### config.mk
export PLATFORM = sky130hd
export DESIGN_NAME = wb_slave_regfile
export DESIGN_NICKNAME = d
export VERILOG_FILES = /design/src/rtl/wb_pkg.sv /design/src/rtl/wb_slave_bytemem.sv /design/src/rtl/wb_slave_regfile.sv
export SDC_FILE = /design/constraint.sdc
export NUM_CORES = 1
export LEC_CHECK = 0
export ABC_AREA = 0
export CORE_MARGIN = 2
export CORE_UTILIZATION = 45
export CTS_BUF_LIST = sky130_fd_sc_hd__clkbuf_2
export CTS_CLUSTER_SIZE = 14
export DETAILED_ROUTE_END_ITERATION = 8
export PLACE_DENSITY = 0.6
export SLEW_MARGIN = 20
export SYNTH_ARGS = -nofsm -noshare
export SYNTH_HDL_FRONTEND = slang
export SYNTH_HIERARCHICAL = 1
export SYNTH_SLANG_ARGS = --single-unit
### constraint.sdc
create_clock -name clk_i -period 8.01 [get_ports clk_i]
set_input_delay 1.602 -clock clk_i [delete_from_list [all_inputs] [get_ports clk_i]]
set_output_delay 1.602 -clock clk_i [all_outputs]
set_load 0.02 [all_outputs]
### src/rtl/wb_pkg.sv
// Shared Wishbone slave definitions: default widths, FSM encoding,
// and the address-window helper used by the optional range check.
package wb_pkg;

  localparam int WB_DATA_W = 32;
  localparam int WB_ADR_W  = 32;
  localparam int WB_TAG_W  = 4;

  typedef enum logic [1:0] {
    IDLE = 2'd0,
    WAIT = 2'd1,
    RESP = 2'd2
  } state_t;

  function automatic logic in_range(
    input logic [63:0] adr,
    input logic [63:0] base,
    input int unsigned depth_log2
  );
    logic [63:0] span;
    span = 64'd4 << depth_log2;
    return (adr >= base) && ((adr - base) < span);
  endfunction

endpackage

### src/rtl/wb_slave_bytemem.sv
// Word storage with per-byte write enables and a parallel tag array.
// Both arrays clear asynchronously on reset; reads are combinational.
module wb_slave_bytemem
  import wb_pkg::*;
#(
  parameter int DATA_W     = WB_DATA_W,
  parameter int SEL_W      = DATA_W / 8,
  parameter int TAG_W      = WB_TAG_W,
  parameter int DEPTH_LOG2 = 4
) (
  input  logic                  clk,
  input  logic                  rst_n,
  input  logic                  we,
  input  logic [DEPTH_LOG2-1:0] idx,
  input  logic [SEL_W-1:0]      be,
  input  logic [DATA_W-1:0]     wdat,
  input  logic [TAG_W-1:0]      wtag,
  output logic [DATA_W-1:0]     rdat,
  output logic [TAG_W-1:0]      rtag
);

  localparam int DEPTH = 1 << DEPTH_LOG2;

  logic [DATA_W-1:0] mem_q [DEPTH];
  logic [TAG_W-1:0]  tag_q [DEPTH];

  always_ff @(posedge clk or negedge rst_n) begin
    if (!rst_n) begin
      for (int i = 0; i < DEPTH; i++) begin
        mem_q[i] <= '0;
        tag_q[i] <= '0;
      end
    end else if (we) begin
      for (int k = 0; k < SEL_W; k++) begin
        if (be[k]) mem_q[idx][8*k +: 8] <= wdat[8*k +: 8];
      end
      // an all-zero select leaves the tag alone as well
      if (|be) tag_q[idx] <= wtag;
    end
  end

  assign rdat = mem_q[idx];
  assign rtag = tag_q[idx];

endmodule

### src/rtl/wb_slave_regfile.sv
// Wishbone classic slave register file with programmable wait states.
// Define WB_SLAVE_ERR_EN for full address decode and the err_o port.
module wb_slave_regfile
  import wb_pkg::*;
#(
  parameter int DATA_W      = WB_DATA_W,
  parameter int ADR_W       = WB_ADR_W,
  parameter int SEL_W       = DATA_W / 8,
  parameter int TAG_W       = WB_TAG_W,
  parameter int DEPTH_LOG2  = 4,
  parameter int WAIT_STATES = 1,
  parameter logic [ADR_W-1:0] BASE_ADR = '0
) (
  input  logic              clk_i,
  input  logic              rst_n_i,
  input  logic              cyc_i,
  input  logic              stb_i,
  input  logic              we_i,
  input  logic [ADR_W-1:0]  adr_i,
  input  logic [SEL_W-1:0]  sel_i,
  input  logic [DATA_W-1:0] dat_i,
  input  logic [TAG_W-1:0]  tga_i,
  input  logic [TAG_W-1:0]  tgd_i,
  input  logic [TAG_W-1:0]  tgc_i,
  output logic [DATA_W-1:0] dat_o,
  output logic [TAG_W-1:0]  tgd_o,
`ifdef WB_SLAVE_ERR_EN
  output logic              err_o,
`endif
  output logic              ack_o
);

  localparam logic [3:0] WS = 4'(WAIT_STATES);

  state_t state_q, state_d;
  logic [3:0] cnt_q, cnt_d;
  logic       enter_resp;
  logic       strobe;

  logic [ADR_W-1:0]  adr_q;
  logic              we_q;
  logic [SEL_W-1:0]  sel_q;
  logic [DATA_W-1:0] dat_q;
  logic [TAG_W-1:0]  tgd_q;
  logic [2*TAG_W-1:0] tag_unused_q;

  logic [ADR_W-1:0]  cur_adr;
  logic              cur_we;
  logic [SEL_W-1:0]  cur_sel;
  logic [DATA_W-1:0] cur_dat;
  logic [TAG_W-1:0]  cur_tgd;
  logic              hit;
  logic              mem_we;
  logic [DATA_W-1:0] mem_rdat;
  logic [TAG_W-1:0]  mem_rtag;
  logic              err_q;
  logic              unused;

  assign strobe = cyc_i & stb_i;

  always_comb begin
    state_d    = state_q;
    cnt_d      = cnt_q;
    enter_resp = 1'b0;
    unique case (state_q)
      IDLE: begin
        if (strobe) begin
          cnt_d = WS;
          if (WS == 4'd0) begin
            state_d    = RESP;
            enter_resp = 1'b1;
          end else begin
            state_d = WAIT;
          end
        end
      end
      WAIT: begin
        cnt_d = cnt_q - 4'd1;
        if (!strobe) begin
          state_d = IDLE;
        end else if (cnt_q <= 4'd1) begin
          state_d    = RESP;
          enter_resp = 1'b1;
        end
      end
      default: state_d = IDLE;
    endcase
  end

  // with zero wait states the write commits on the capture edge itself
  always_comb begin
    if (state_q == IDLE) begin
      cur_adr = adr_i;
      cur_we  = we_i;
      cur_sel = sel_i;
      cur_dat = dat_i;
      cur_tgd = tgd_i;
    end else begin
      cur_adr = adr_q;
      cur_we  = we_q;
      cur_sel = sel_q;
      cur_dat = dat_q;
      cur_tgd = tgd_q;
    end
  end

`ifdef WB_SLAVE_ERR_EN
  assign hit = in_range(64'(cur_adr), 64'(BASE_ADR), DEPTH_LOG2);
  assign err_o = err_q;
`else
  assign hit = 1'b1;
`endif

  assign mem_we = enter_resp & cur_we & hit;

  always_ff @(posedge clk_i or negedge rst_n_i) begin
    if (!rst_n_i) begin
      state_q      <= IDLE;
      cnt_q        <= '0;
      adr_q        <= '0;
      we_q         <= 1'b0;
      sel_q        <= '0;
      dat_q        <= '0;
      tgd_q        <= '0;
      tag_unused_q <= '0;
      ack_o        <= 1'b0;
      err_q        <= 1'b0;
      dat_o        <= '0;
      tgd_o        <= '0;
    end else begin
      state_q <= state_d;
      cnt_q   <= cnt_d;
      if (state_q == IDLE && strobe) begin
        adr_q        <= adr_i;
        we_q         <= we_i;
        sel_q        <= sel_i;
        dat_q        <= dat_i;
        tgd_q        <= tgd_i;
        tag_unused_q <= {tga_i, tgc_i};
      end
      ack_o <= enter_resp & hit;
      err_q <= enter_resp & ~hit;
      if (enter_resp & ~cur_we & hit) begin
        dat_o <= mem_rdat;
        tgd_o <= mem_rtag;
      end else begin
        dat_o <= '0;
        tgd_o <= '0;
      end
    end
  end

  wb_slave_bytemem #(
    .DATA_W    (DATA_W),
    .SEL_W     (SEL_W),
    .TAG_W     (TAG_W),
    .DEPTH_LOG2(DEPTH_LOG2)
  ) u_mem (
    .clk  (clk_i),
    .rst_n(rst_n_i),
    .we   (mem_we),
    .idx  (cur_adr[DEPTH_LOG2+1:2]),
    .be   (cur_sel),
    .wdat (cur_dat),
    .wtag (cur_tgd),
    .rdat (mem_rdat),
    .rtag (mem_rtag)
  );

  assign unused = ^{tag_unused_q, cur_adr, err_q};

endmodule

==> results of run 1 <==
==> sequential cells by signal (all words and copies together), names as in the netlist <==
signal       cells
tgd_q            4
cnt_q            4
dat_o           32
we_q             1
state_q          2
dat_q           32
u_mem/mem_q    512
u_mem/tag_q     64
ack_o            1
adr_q            4
tgd_o            4
sel_q            4
==> power by group through the flow <==
stage                     sequential, mW  combinational, mW  clock, mW
final                               3.64               1.13       2.29
after global routing                3.66               1.22       2.59
after CTS                           3.64               1.14       2.42
after detailed placement            3.70               1.14          0
after global placement              3.69               1.12          0
after floorplan                     3.67              0.759          0
==> kinds of logic after synthesis <==
| family | Yosys count |
|---|---|
| muxes | 811 |
| buffers and inverters | 160 |
| and+or+nand+nor | 197 |
| adders and majority gates | 2 |
| AOI/OAI and AO/OA | 77 |
| xor gates and xnor gates | 1 |
| DFF | 664 |
==> metal layers <==
layer | routed length, um | track usage (%) | vias up
met5 | 16 | 0 | -
met4 | 1430 | 7.58 | 2
met3 | 3100 | 4.70 | 105
met2 | 33200 | 33.5 | 358
met1 | 33300 | 30.5 | 9217
li1 | - | - | 7489
==> how the worst max path moves through the flow <==
stage	startpoint	end	slack [ps]
after detailed placement	cyc_i	u_mem/mem_q[395]$_DFFE_PN0P_	2610
after global placement	cyc_i	u_mem/mem_q[399]$_DFFE_PN0P_	2680
final	state_q[0]$_DFFE_PN0P_	u_mem/mem_q[426]$_DFFE_PN0P_	3090
after CTS	state_q[0]$_DFFE_PN0P_	u_mem/mem_q[429]$_DFFE_PN0P_	3040
after global routing	state_q[0]$_DFFE_PN0P_	u_mem/mem_q[394]$_DFFE_PN0P_	2650
after floorplan	cyc_i	u_mem/mem_q[144]$_DFFE_PN0P_	4080
==> worst reg2reg max path, stage by stage, from the launching register on <==
cell	delay [ps]
dfrtp_1	500
nor2_4	730
buf_4	500
mux2_8	690
buf_12	400
nor2b_1	960
nand2_1	560
mux2_2	420
==> through the flow <==
stage / power [mW] / area, um^2 / setup slack [ps] / hold slack [ps]
after detailed placement: 4.84 / 31500 / 2610 / 480
after floorplan: 4.43 / 29800 / 4080 / 453
after CTS: 7.20 / 33000 / 3040 / 213
after global placement: 4.80 / 31500 / 2680 / 462
final: 7.06 / 33000 / 3090 / 404
after global routing: 7.47 / 33000 / 2650 / 283
==> synthesized netlist by cell type, types with 2 or more instances <==
cell	count	area share (%)
nor4bb_1	5	0.17
mux2_1	4	0.15
nand3_1	4	0.067
nand4b_1	8	0.23
nand2b_1	5	0.10
a22oi_1	72	1.8
nor4_1	2	0.042
nor2_2	49	1.0
mux4_2	144	11
nor2_1	5	0.063
buf_6	3	0.11
nand4_1	4	0.084
nor2b_1	5	0.10
nor3_1	38	0.64
buf_1	6	0.076
or2_2	2	0.042
ha_1	2	0.084
nor3_2	11	0.37
clkbuf_1	70	0.88
mux2_2	662	25
dfrtp_1	664	56
nand2_1	51	0.64
buf_2	40	0.67
nor4_2	3	0.13
inv_1	40	0.50
==> area by class of cell <==
cell class              instances  area (um^2)  area share (%)
diodes                          3         7.51          0.0227
clock buffers                 239         1200            3.62
clock inverters                40          292           0.883
inverters                      40          150           0.455
multi-input cells            1088        12600            38.2
flip-flops and latches        664        16600            50.3
well taps                     864         1080            3.27
repair buffers                104         1060            3.21
==> flow_summary.json, run 1 <==
{
  "detail-route-antenna-nets": 0,
  "worst_slew_pin_slew_ps": 1120,
  "cts_hold_buf": 0,
  "synthesis.nets": 1999,
  "path_class": "register to register",
  "grt_antenna_before_repair": 3,
  "final_max_slew_viol_count": 0,
  "synth_flop_cell": "dfrtp_1",
  "period_needed_ps": 4920,
  "cts_max_path_buffers": 3,
  "period_share_pct": 61.4,
  "htreeDepth": 4,
  "io_buffers": 85,
  "layout_commonest_cell": "dfrtp_1",
  "crit_fanout": 88,
  "crit_arrival_ps": 6080,
  "maxCapViolCount": 0,
  "synth_xor_area_share_pct": 0.0294,
  "p_switching_mw": 2.15,
  "ys_seq_area_share_pct": 55.7,
  "wl_per_cell_um": 23.4,
  "cp_slowest_cell": "nor2b_1",
  "cts_setup_buffers": 0,
  "coreArea_um2": 65700,
  "start_util_pct": 45.4,
  "r2r_slack_ps": 3090,
  "p_int_mw": 4.91,
  "rsz0062_at_grt": "no",
  "synth-adder-area-share_pct": 0.0839,
  "ctsRootBufferMaster": "clkbuf_2",
  "cts.sinks": 664,
  "nNetsFinal": 2155,
  "fin_util_pct": 50.2,
  "numCtsBuffers": 170,
  "grt_max_degree": 190,
  "ctsResizeCount": 0,
  "power_density_nw_per_um2": 214,
  "area_growth_pct": 10.7,
  "cp-end-kind": "register",
  "dp.cells": 2759,
  "ys_types": 38,
  "synth_cells": 1912,
  "fp.dieW_um": 261,
  "dp_hpwl_um": 42900,
  "vias": 17200,
  "crit_family": "simple AND/OR/NAND/NOR gates",
  "synth-edff-count": 0,
  "cp_num_cells": 7,
  "reg2reg_from": "state_q[0]$_DFFE_PN0P_",
  "startpoint_type": "register",
  "grtUsageTotal_pct": 21.7,
  "critical_path_required_ps": 9180,
  "cts_tree": "done",
  "ys_async_sr_fraction_pct": 100,
  "num_io_pins": 122,
  "drt-total-wl_um": 71100,
  "finalHoldViolations": 0,
  "layout_common_cells": "664 x dfrtp_1, 660 x mux2_2, 239 x clkbuf_2",
  "r2r_cells": 7,
  "cpPeakStageDelay_ps": 850,
  "drc": 0,
  "fp.dieH_um": 261,
  "rows": 94,
  "grt-ovfl-total": 0,
  "path_cells": "nor2_4 -> buf_4 -> mux2_8 -> buf_12 -> nor2b_1 -> nand2_1 -> mux2_2",
  "synth_top_family_by_area": "multiplexers",
  "final_layout_size_suffix_gt1_share_pct": 53.2,
  "clkTransAtPathRegs_ps": 100,
  "synthSimpleGateAreaFrac_pct": 3.86,
  "clk_latency_ps": 1340,
  "fmax_mhz": 203,
  "yosysWarnings": 6,
  "ir_drop_v": 0.000164,
  "setup_viol": 0,
  "maxSlewHeadroom_pct": 25.4,
  "p_seq_share_pct": 51.5,
  "leakage_nw": 15.7,
  "synthMuxAreaShare_pct": 36.1,
  "min_path_type": "input pin to async pin",
  "finalSetupTns_ps": 0,
  "critPathBufInv": 2,
  "outcome": "completed",
  "ys_ff_latch": 664,
  "first_global_vias": 19000,
  "clkPwrFrac_pct": 32.5,
  "power_frac_comb_pct": 16.1,
  "stdcell_count": 3042,
  "grt_pass1_wl_um": 111000,
  "r2r_end": "u_mem/mem_q[426]$_DFFE_PN0P_",
  "nFillCells": 5645,
  "avgSynthCellArea_um2": 15.6,
  "drt_iter0_markers": 861,
  "vias_per_cell": 5.64,
  "fin_skew_ps": 62.6,
  "synth_compound_area_share_pct": 1.99,
  "synth.cell_area_um2": 29800,
  "dieArea_um2": 68400,
  "dr.pass1.iters": 5,
  "p_sw_share_pct": 30.4,
  "gp_congestion": 0.759
}
Note: power is estimated with default switching activity, not from simulation.
==> run 2: changes to the inputs <==
- PLACE_DENSITY: 0.6 -> 0.62
- clock period: 8.01 -> 4.35 ns (I/O delays scaled with it)
==> run 2 against run 1 <==
  * Clock-buffer cell count grew 3
  * Register-to-register slack lost 2100 ps
  * Sequential power grew 84%
  * Largest power group unchanged
==> flow_summary.json, run 2 (same netlist as run 1, synthesis figures left out) <==
{
  "outcome": "completed",
  "ir_drop_v": 0.000291,
  "drt_iter0_markers": 817,
  "crit_family": "simple AND/OR/NAND/NOR gates",
  "grt_pass1_wl_um": 112000,
  "finalHoldViolations": 0,
  "min_path_type": "input pin to register",
  "dp_hpwl_um": 45700,
  "period_share_pct": 78.1,
  "ctsRootBufferMaster": "clkbuf_2",
  "period_needed_ps": 3400,
  "gp_congestion": 0.759,
  "fmax_mhz": 294,
  "largest_reg_flops": 512,
  "num_io_pins": 122,
  "grtUsageTotal_pct": 21.6,
  "final_max_slew_viol_count": 0,
  "cp_slowest_cell": "or2_2",
  "nFillCells": 5583,
  "io_buffers": 85,
  "worst_slew_pin_slew_ps": 963,
  "coreArea_um2": 65700,
  "cp-end-kind": "register",
  "vias": 17300,
  "cts.sinks": 664,
  "top_regs": "u_mem/mem_q (512), u_mem/tag_q (64)",
  "dieArea_um2": 68400,
  "vias_per_cell": 5.59,
  "regMostFlops": "u_mem/mem_q",
  "dp.cells": 2801,
  "stdcell_count": 3090,
  "clkTransAtPathRegs_ps": 90,
  "drt-total-wl_um": 70400,
  "clkPwrFrac_pct": 32.2,
  "nNetsFinal": 2201,
  "setup_ws_ps": 954,
  "final_layout_size_suffix_gt1_share_pct": 53.7,
  "power_density_nw_per_um2": 391,
  "htreeDepth": 4,
  "detail-route-antenna-nets": 0,
  "fp.dieW_um": 261,
  "p_sw_share_pct": 30.6,
  "drc": 0,
  "crit_fanout": 48,
  "start_util_pct": 45.4,
  "cpPeakStageDelay_ps": 660,
  "first_global_vias": 19100,
  "cts_max_path_buffers": 3,
  "clk_latency_ps": 1310,
  "layout_common_cells": "664 x dfrtp_1, 660 x mux2_2, 242 x clkbuf_2",
  "ctsResizeCount": 0,
  "fin_skew_ps": 107,
  "maxCapViolCount": 0,
  "critical_path_required_ps": 5450,
  "path_cells": "nor2_4 -> mux2_8 -> or2_2 -> nor2_2 -> mux2_2",
  "rows": 94,
  "grt_antenna_before_repair": 1,
  "power_mw": 13.1,
  "finalSetupTns_ps": 0,
  "grt_max_degree": 110,
  "leakage_nw": 16.0,
  "area_growth_pct": 11.9,
  "setup_viol": 0,
  "power_frac_comb_pct": 16.5,
  "dr.pass1.iters": 5,
  "fp.dieH_um": 261,
  "maxSlewHeadroom_pct": 35.8,
  "path_class": "register to register",
  "grt-ovfl-total": 0,
  "fin_util_pct": 50.8,
  "numCtsBuffers": 173,
  "crit_arrival_ps": 4500,
  "rsz0062_at_grt": "no",
  "p_seq_share_pct": 51.3,
  "p_switching_mw": 3.99,
  "critPathBufInv": 0,
  "cts_tree": "done",
  "startpoint_type": "register",
  "pre_cts_slack_ps": 429,
  "p_int_mw": 9.06,
  "wl_per_cell_um": 22.8,
  "layout_commonest_cell": "dfrtp_1"
}
[run 2: changes by cell type in the layout (fill, tap and decap cells not counted), moves of 2 or more]
cell and delta:
clkinv_1 +11, clkbuf_2 +3, nand2b_2 -2, diode_2 -2, nand2b_1 +2, clkinv_2 -2
buf_12 +6, inv_2 -5, buf_4 +38
[run 2: power by group through the flow]
stage               registers (mW)  clock network, mW  logic, mW
detailed placement            6.82                  0       2.18
finish                        6.70               4.20       2.16
global placement              6.79                  0       2.12
CTS                           6.70               4.40       2.18
floorplan                     6.76                  0       1.40
global route                  6.75               4.74       2.33
[run 2: final timing paths]
kind	from	cells past startpoint	to	slack, ps
max	state_q[0]$_DFFE_PN0P_	5	u_mem/mem_q[105]$_DFFE_PN0P_	950
min	dat_i[1]	2	dat_q[1]$_DFFE_PN0P_	200
max reg2reg	state_q[0]$_DFFE_PN0P_	5	u_mem/mem_q[105]$_DFFE_PN0P_	950
min reg2reg	u_mem/tag_q[10]$_DFFE_PN0P_	1	u_mem/tag_q[10]$_DFFE_PN0P_	490
max in group asynchronous	rst_n_i	3	u_mem/mem_q[284]$_DFFE_PN0P_	2890
min in group asynchronous	rst_n_i	2	u_mem/tag_q[14]$_DFFE_PN0P_	240
[run 2: through the flow]
| stage | area [um^2] | hold WS, ps |
|---|---|---|
| floorplan | 29800 | 453 |
| global placement | 31900 | 462 |
| detailed placement | 31900 | 474 |
| CTS | 33400 | 11.7 |
| global route | 33400 | 64.5 |
| finish | 33400 | 205 |
[run 2: layer usage]
layer | vias up | GRT usage (%) | share of wire (%)
li1 | 7592 | - | -
met1 | 9239 | 29.9 | 46
met2 | 361 | 34.1 | 48
met3 | 81 | 4.53 | 4.1
met4 | 0 | 7.15 | 1.7
met5 | - | 0 | 0
[run 2: final cells by class]
class	instances	area, um^2	area share (%)
sequential	664	16600	49.8
multi-input combinational	1088	12600	37.8
timing repair buffer	147	1440	4.30
clock buffer	242	1210	3.63
tap	864	1080	3.24
clock inverter	44	283	0.847
inverter	40	150	0.450
antenna	1	2.50	0.00750
[run 2: timing repair]
| action | CTS | global route |
|---|---|---|
| buffers inserted | 0 | 0 |
| hold buffers | 1 | 0 |
| endpoints found under the hold margin | 95 | 0 |
==> run 3: changes to the inputs <==
- PLACE_DENSITY: 0.62 -> 0.6
- clock period: 4.35 -> 3.25 ns (I/O delays scaled with it)
==> run 3 against run 2 <==
  * Critical path depth up 1
  * Final area grew 7.5%
  * Combinational power grew 47%
  * Critical endpoint is now u_mem/tag_q[11]$_DFFE_PN0P_
  * Largest cell class unchanged
==> flow_summary.json, run 3 (same netlist as run 1, synthesis figures left out) <==
{
  "grtUsageTotal_pct": 22.0,
  "gp_congestion": 0.764,
  "critical_path_required_ps": 4460,
  "stdcell_count": 3276,
  "ir_drop_v": 0.000298,
  "maxCapViolCount": 0,
  "startpoint_type": "register",
  "nNetsFinal": 2370,
  "regMostFlops": "u_mem/mem_q",
  "grt_antenna_before_repair": 2,
  "maxSlewHeadroom_pct": 27.2,
  "crit_fanout": 16,
  "worst_slew_pin_slew_ps": 1090,
  "largest_reg_flops": 512,
  "rows": 94,
  "period_share_pct": 97.4,
  "area_growth_pct": 20.3,
  "num_io_pins": 122,
  "rsz0062_at_grt": "no",
  "start_util_pct": 45.4,
  "final_layout_size_suffix_gt1_share_pct": 55.5,
  "coreArea_um2": 65700,
  "fin_util_pct": 54.6,
  "drt-total-wl_um": 72000,
  "detail-route-antenna-nets": 0,
  "leakage_nw": 17.2,
  "crit_arrival_ps": 4380,
  "fp.dieH_um": 261,
  "vias": 17900,
  "power_density_nw_per_um2": 503,
  "io_buffers": 85,
  "cts_max_path_buffers": 3,
  "path_class": "register to register",
  "wl_per_cell_um": 22.0,
  "cts.sinks": 664,
  "cts_tree": "done",
  "drc": 0,
  "ctsRootBufferMaster": "clkbuf_2",
  "dieArea_um2": 68400,
  "whs_ps": 203,
  "cp-end-kind": "register",
  "dr.pass1.iters": 5,
  "fmax_mhz": 316,
  "r2r_slack_ps": 80,
  "finalHoldViolations": 0,
  "fp.dieW_um": 261,
  "period_needed_ps": 3170,
  "layout_commonest_cell": "dfrtp_1",
  "final_max_slew_viol_count": 0,
  "ctsResizeCount": 0,
  "outcome": "completed",
  "first_global_vias": 19600,
  "grt_pass1_wl_um": 114000,
  "top_regs": "u_mem/mem_q (512), u_mem/tag_q (64)",
  "cts_setup_buffers": 0,
  "dp_hpwl_um": 47800,
  "htreeDepth": 4,
  "layout_common_cells": "664 x dfrtp_1, 660 x mux2_2, 261 x clkbuf_2",
  "drt_iter0_markers": 976,
  "grt_max_degree": 95,
  "fin_skew_ps": 70.0,
  "setup_viol": 0,
  "numCtsBuffers": 172,
  "dp.cells": 2923,
  "clk_latency_ps": 1350,
  "power_mw": 18.0,
  "grt-ovfl-total": 0,
  "clkTransAtPathRegs_ps": 110,
  "min_path_type": "input pin to register",
  "vias_per_cell": 5.46
}
-- run 3: cell types whose count changed in the layout (fill, tap and decap cells not counted), sizes merged --
cell	before	now
clkinv	34	28
bufinv	4	5
diode	1	3
dlygate4sd3	1	49
inv	44	43
clkbuf	242	261
buf	62	184
clkinvlp	2	3
-- run 3: worst paths after layout --
| path | start | endpoint | cells past startpoint |
|---|---|---|---|
| min in group asynchronous | rst_n_i | cnt_q[1]$_DFFE_PN0P_ | 4 |
| hold reg to reg | u_mem/tag_q[9]$_DFFE_PN0P_ | u_mem/tag_q[9]$_DFFE_PN0P_ | 1 |
| hold / removal | cyc_i | cnt_q[0]$_DFFE_PN0P_ | 5 |
| max in group asynchronous | rst_n_i | dat_o[14]$_DFF_PN0_ | 5 |
| setup / recovery | state_q[1]$_DFFE_PN0P_ | u_mem/tag_q[11]$_DFFE_PN0P_ | 6 |
| setup reg to reg | state_q[1]$_DFFE_PN0P_ | u_mem/tag_q[11]$_DFFE_PN0P_ | 6 |
-- run 3: power breakdown --
group | internal (mW) | switching (mW)
logic | 1.34 | 1.83
registers | 8.72 | 0.240
clock network | 2.51 | 3.40
-- run 3: layout make-up --
cell class	count	area [um^2]
fill	5388	29900
sequential	664	16600
multi-input combinational	1088	12600
timing repair buffer	317	3820
clock buffer	261	1310
tap	864	1080
clock inverter	39	292
inverter	40	150
antenna	3	7.51
-- run 3: stage by stage --
stage,area (um^2),setup WS (ps),TNS [ps]
finish,35900,84.3,0
global route,35900,2.60,0
CTS,35900,105,0
detailed placement,33700,-76.0,-8050
global placement,33700,-62.5,-5980
floorplan,29800,275,0
-- run 3: repair_timing --
item	4_1_cts	5_1_grt
endpoints found under the setup margin	0	0
hold endpoints to repair	711	0
hold buffers	50	0
-- run 3: per-layer routing --
metal,vias to the layer above,GRT usage (%),routed length [um]
li1,7947,-,-
met1,9493,29.8,32600
met2,332,35.4,35000
met3,114,4.86,2910
met4,0,7.21,1420
met5,-,0,0
-- run 3: critical path: stages (launching register included) --
cell and delay, ps:
dfrtp_1 500, nor2_4 390, mux2_2 510, o41ai_4 1010, nor3_1 90, buf_4 210, mux2_1 310
==> patch: new RTL, settings of run 3 <==
Make the reset (`rst_n` and `rst_n_i`) synchronous in 2 clocked blocks. Comments in the files are not updated.
--- a/src/rtl/wb_slave_bytemem.sv
+++ b/src/rtl/wb_slave_bytemem.sv
@@ -25,5 +25,5 @@
   logic [TAG_W-1:0]  tag_q [DEPTH];
 
-  always_ff @(posedge clk or negedge rst_n) begin
+  always_ff @(posedge clk) begin
     if (!rst_n) begin
       for (int i = 0; i < DEPTH; i++) begin
--- a/src/rtl/wb_slave_regfile.sv
+++ b/src/rtl/wb_slave_regfile.sv
@@ -114,5 +114,5 @@
   assign mem_we = enter_resp & cur_we & hit;
 
-  always_ff @(posedge clk_i or negedge rst_n_i) begin
+  always_ff @(posedge clk_i) begin
     if (!rst_n_i) begin
       state_q      <= IDLE;
Check against the original RTL: not settled (the Yosys comparison gave no result); the edit may change what the design does.
==> patch against run 3 <==
Setup slack better by 0.13 ns; clock skew is 0.0060 ns lower; sequential cell count stayed put; final area is 6.0% lower; routed wire length is 1.6% higher; global-route usage is 0.57 points higher; area after synthesis is 3.4% lower; largest cell class unchanged.
Power is not compared: it rests on default switching activity, and its combinational part moved more than twofold at a synthesized area within 25%.
==> patch: results (changes against run 3) <==
[status]
status = complete, no violations

[synthesis]
ys_top_cells_by_area = edfxtp_1 60%, mux4_2 11%, nor2_1 7.1%
synth_flop_cell = edfxtp_1
async_reset_ff_share_pct = 0  ; -100 points
synth_nets = 2181  ; +9.1%
yosysWarnings = 6  ; unchanged
synthDistinctLibCells = 43  ; +13%
ys_seq_area_share_pct = 66.1  ; +10 points
synth_common_cells = 576 x edfxtp_1, 542 x nor2_1, 171 x nand2_1
synth-edff-count = 576  ; +576

[layout]
drive_gt1_share_pct = 28.3  ; -27 points
final_nets = 2488  ; +5.0%

[drt]
vias = 18200  ; +2.0%
drt-initial-drc-count = 1429  ; +46%
dr.pass1.iters = 5  ; unchanged
wl_mm = 73.1  ; +1.6%

[placed_design]
portBuffers = 85  ; unchanged
gp_congestion = 0.799  ; +4.6%
post_dp_cell_area_um2 = 31600  ; -6.4%
hpwl_mm = 47.5  ; -0.70%

[critical_path]
cp_slowest_stage_delay_ns = 0.65  ; -0.36 ns
cp.arrival_ns = 2.39  ; -1.99 ns
critical_path.top_delay_family = buffers and inverters
worstPathMaxFanout = 1  ; -15
crit_slowest_cell = clkdlybuf4s50_1

[global_route]
grt_start_max_net_pins = 61  ; -36%
antenna_found_initial = 3  ; +1
grt_pass1_vias = 19200  ; -1.9%
grt_first_pass_wirelength_mm = 112  ; -1.8%
grtUsageTotal_pct = 22.6  ; +0.57 points

[power]
power.total_w = 0.0172

[timing]
skew_ns = 0.0640  ; -0.00603 ns
slew_headroom_pct = 40.4  ; +13 points

[clock_tree]
insertion_delay_ns = 1.35  ; about the same
cts_buffers = 172  ; unchanged
clk_pin_slew_ns = 0.09  ; -0.02 ns
postCtsSetupBuffers = 0  ; unchanged
h-tree-depth = 4  ; unchanged
root_buffer = clkbuf_2

patch: routing by layer:
layer | wire length [µm] | GRT usage, % | vias to the layer above
li1 | - | - | 8345
met1 | 29500 | 28.2 | 9210
met2 | 37100 | 38.2 | 594
met3 | 5090 | 6.20 | 99
met4 | 1390 | 7.03 | 0
met5 | 0 | 0 | -
patch: cells by family (layout without fill, tap and decap cells):
group | Yosys count | in the layout | share of synthesized area, %
mux | 189 | 189 | 13.0
other cells | 0 | 3 | 0
simple gates | 833 | 833 | 12.7
flops | 664 | 664 | 66.1
buf+inv | 200 | 649 | 3.38
fa+ha+maj | 2 | 2 | 0.0868
compound gates | 206 | 206 | 4.66
patch: path summary, 6_finish.rpt:
path	start	endpoint	slack, ns	cells past startpoint
max	dat_o[31]	dat_o[31]	0.21	1
min	stb_i	state_q[0]	0.20	3
max reg2reg	state_q[1]	u_mem/tag_q[3][0]	0.24	5
min reg2reg	dat_q[1]	dat_q[1]	0.46	2
patch: layout make-up:
cell class	instances	area (µm²)
fill	5281	29500
antenna	3	7.51
timing repair buffer	328	3030
inverter	5	18.8
clock buffer	269	1350
clock inverter	47	342
multi-input combinational	1230	8880
sequential	664	19100
tap	846	1060
patch: what timing repair did:
| action | CTS | global route |
|---|---|---|
| hold endpoints to repair | 159 | 0 |
| endpoints found under the setup margin | 0 | 1 |
| gates resized for setup | 0 | 1 |
| hold buffers | 46 | 0 |
patch: through the flow:
stage                     std cells  worst slack, ns  util (%)  hold slack (ns)
final                          3392            0.209      53.4            0.198
after global routing           3392          0.00663      53.4           0.0674
after CTS                      3389           0.0115      53.4           0.0248
after detailed placement       3027          0.00373      50.0            0.447
after global placement         3027           0.0306      50.0            0.439
after floorplan                2094           0.0705         -            0.433
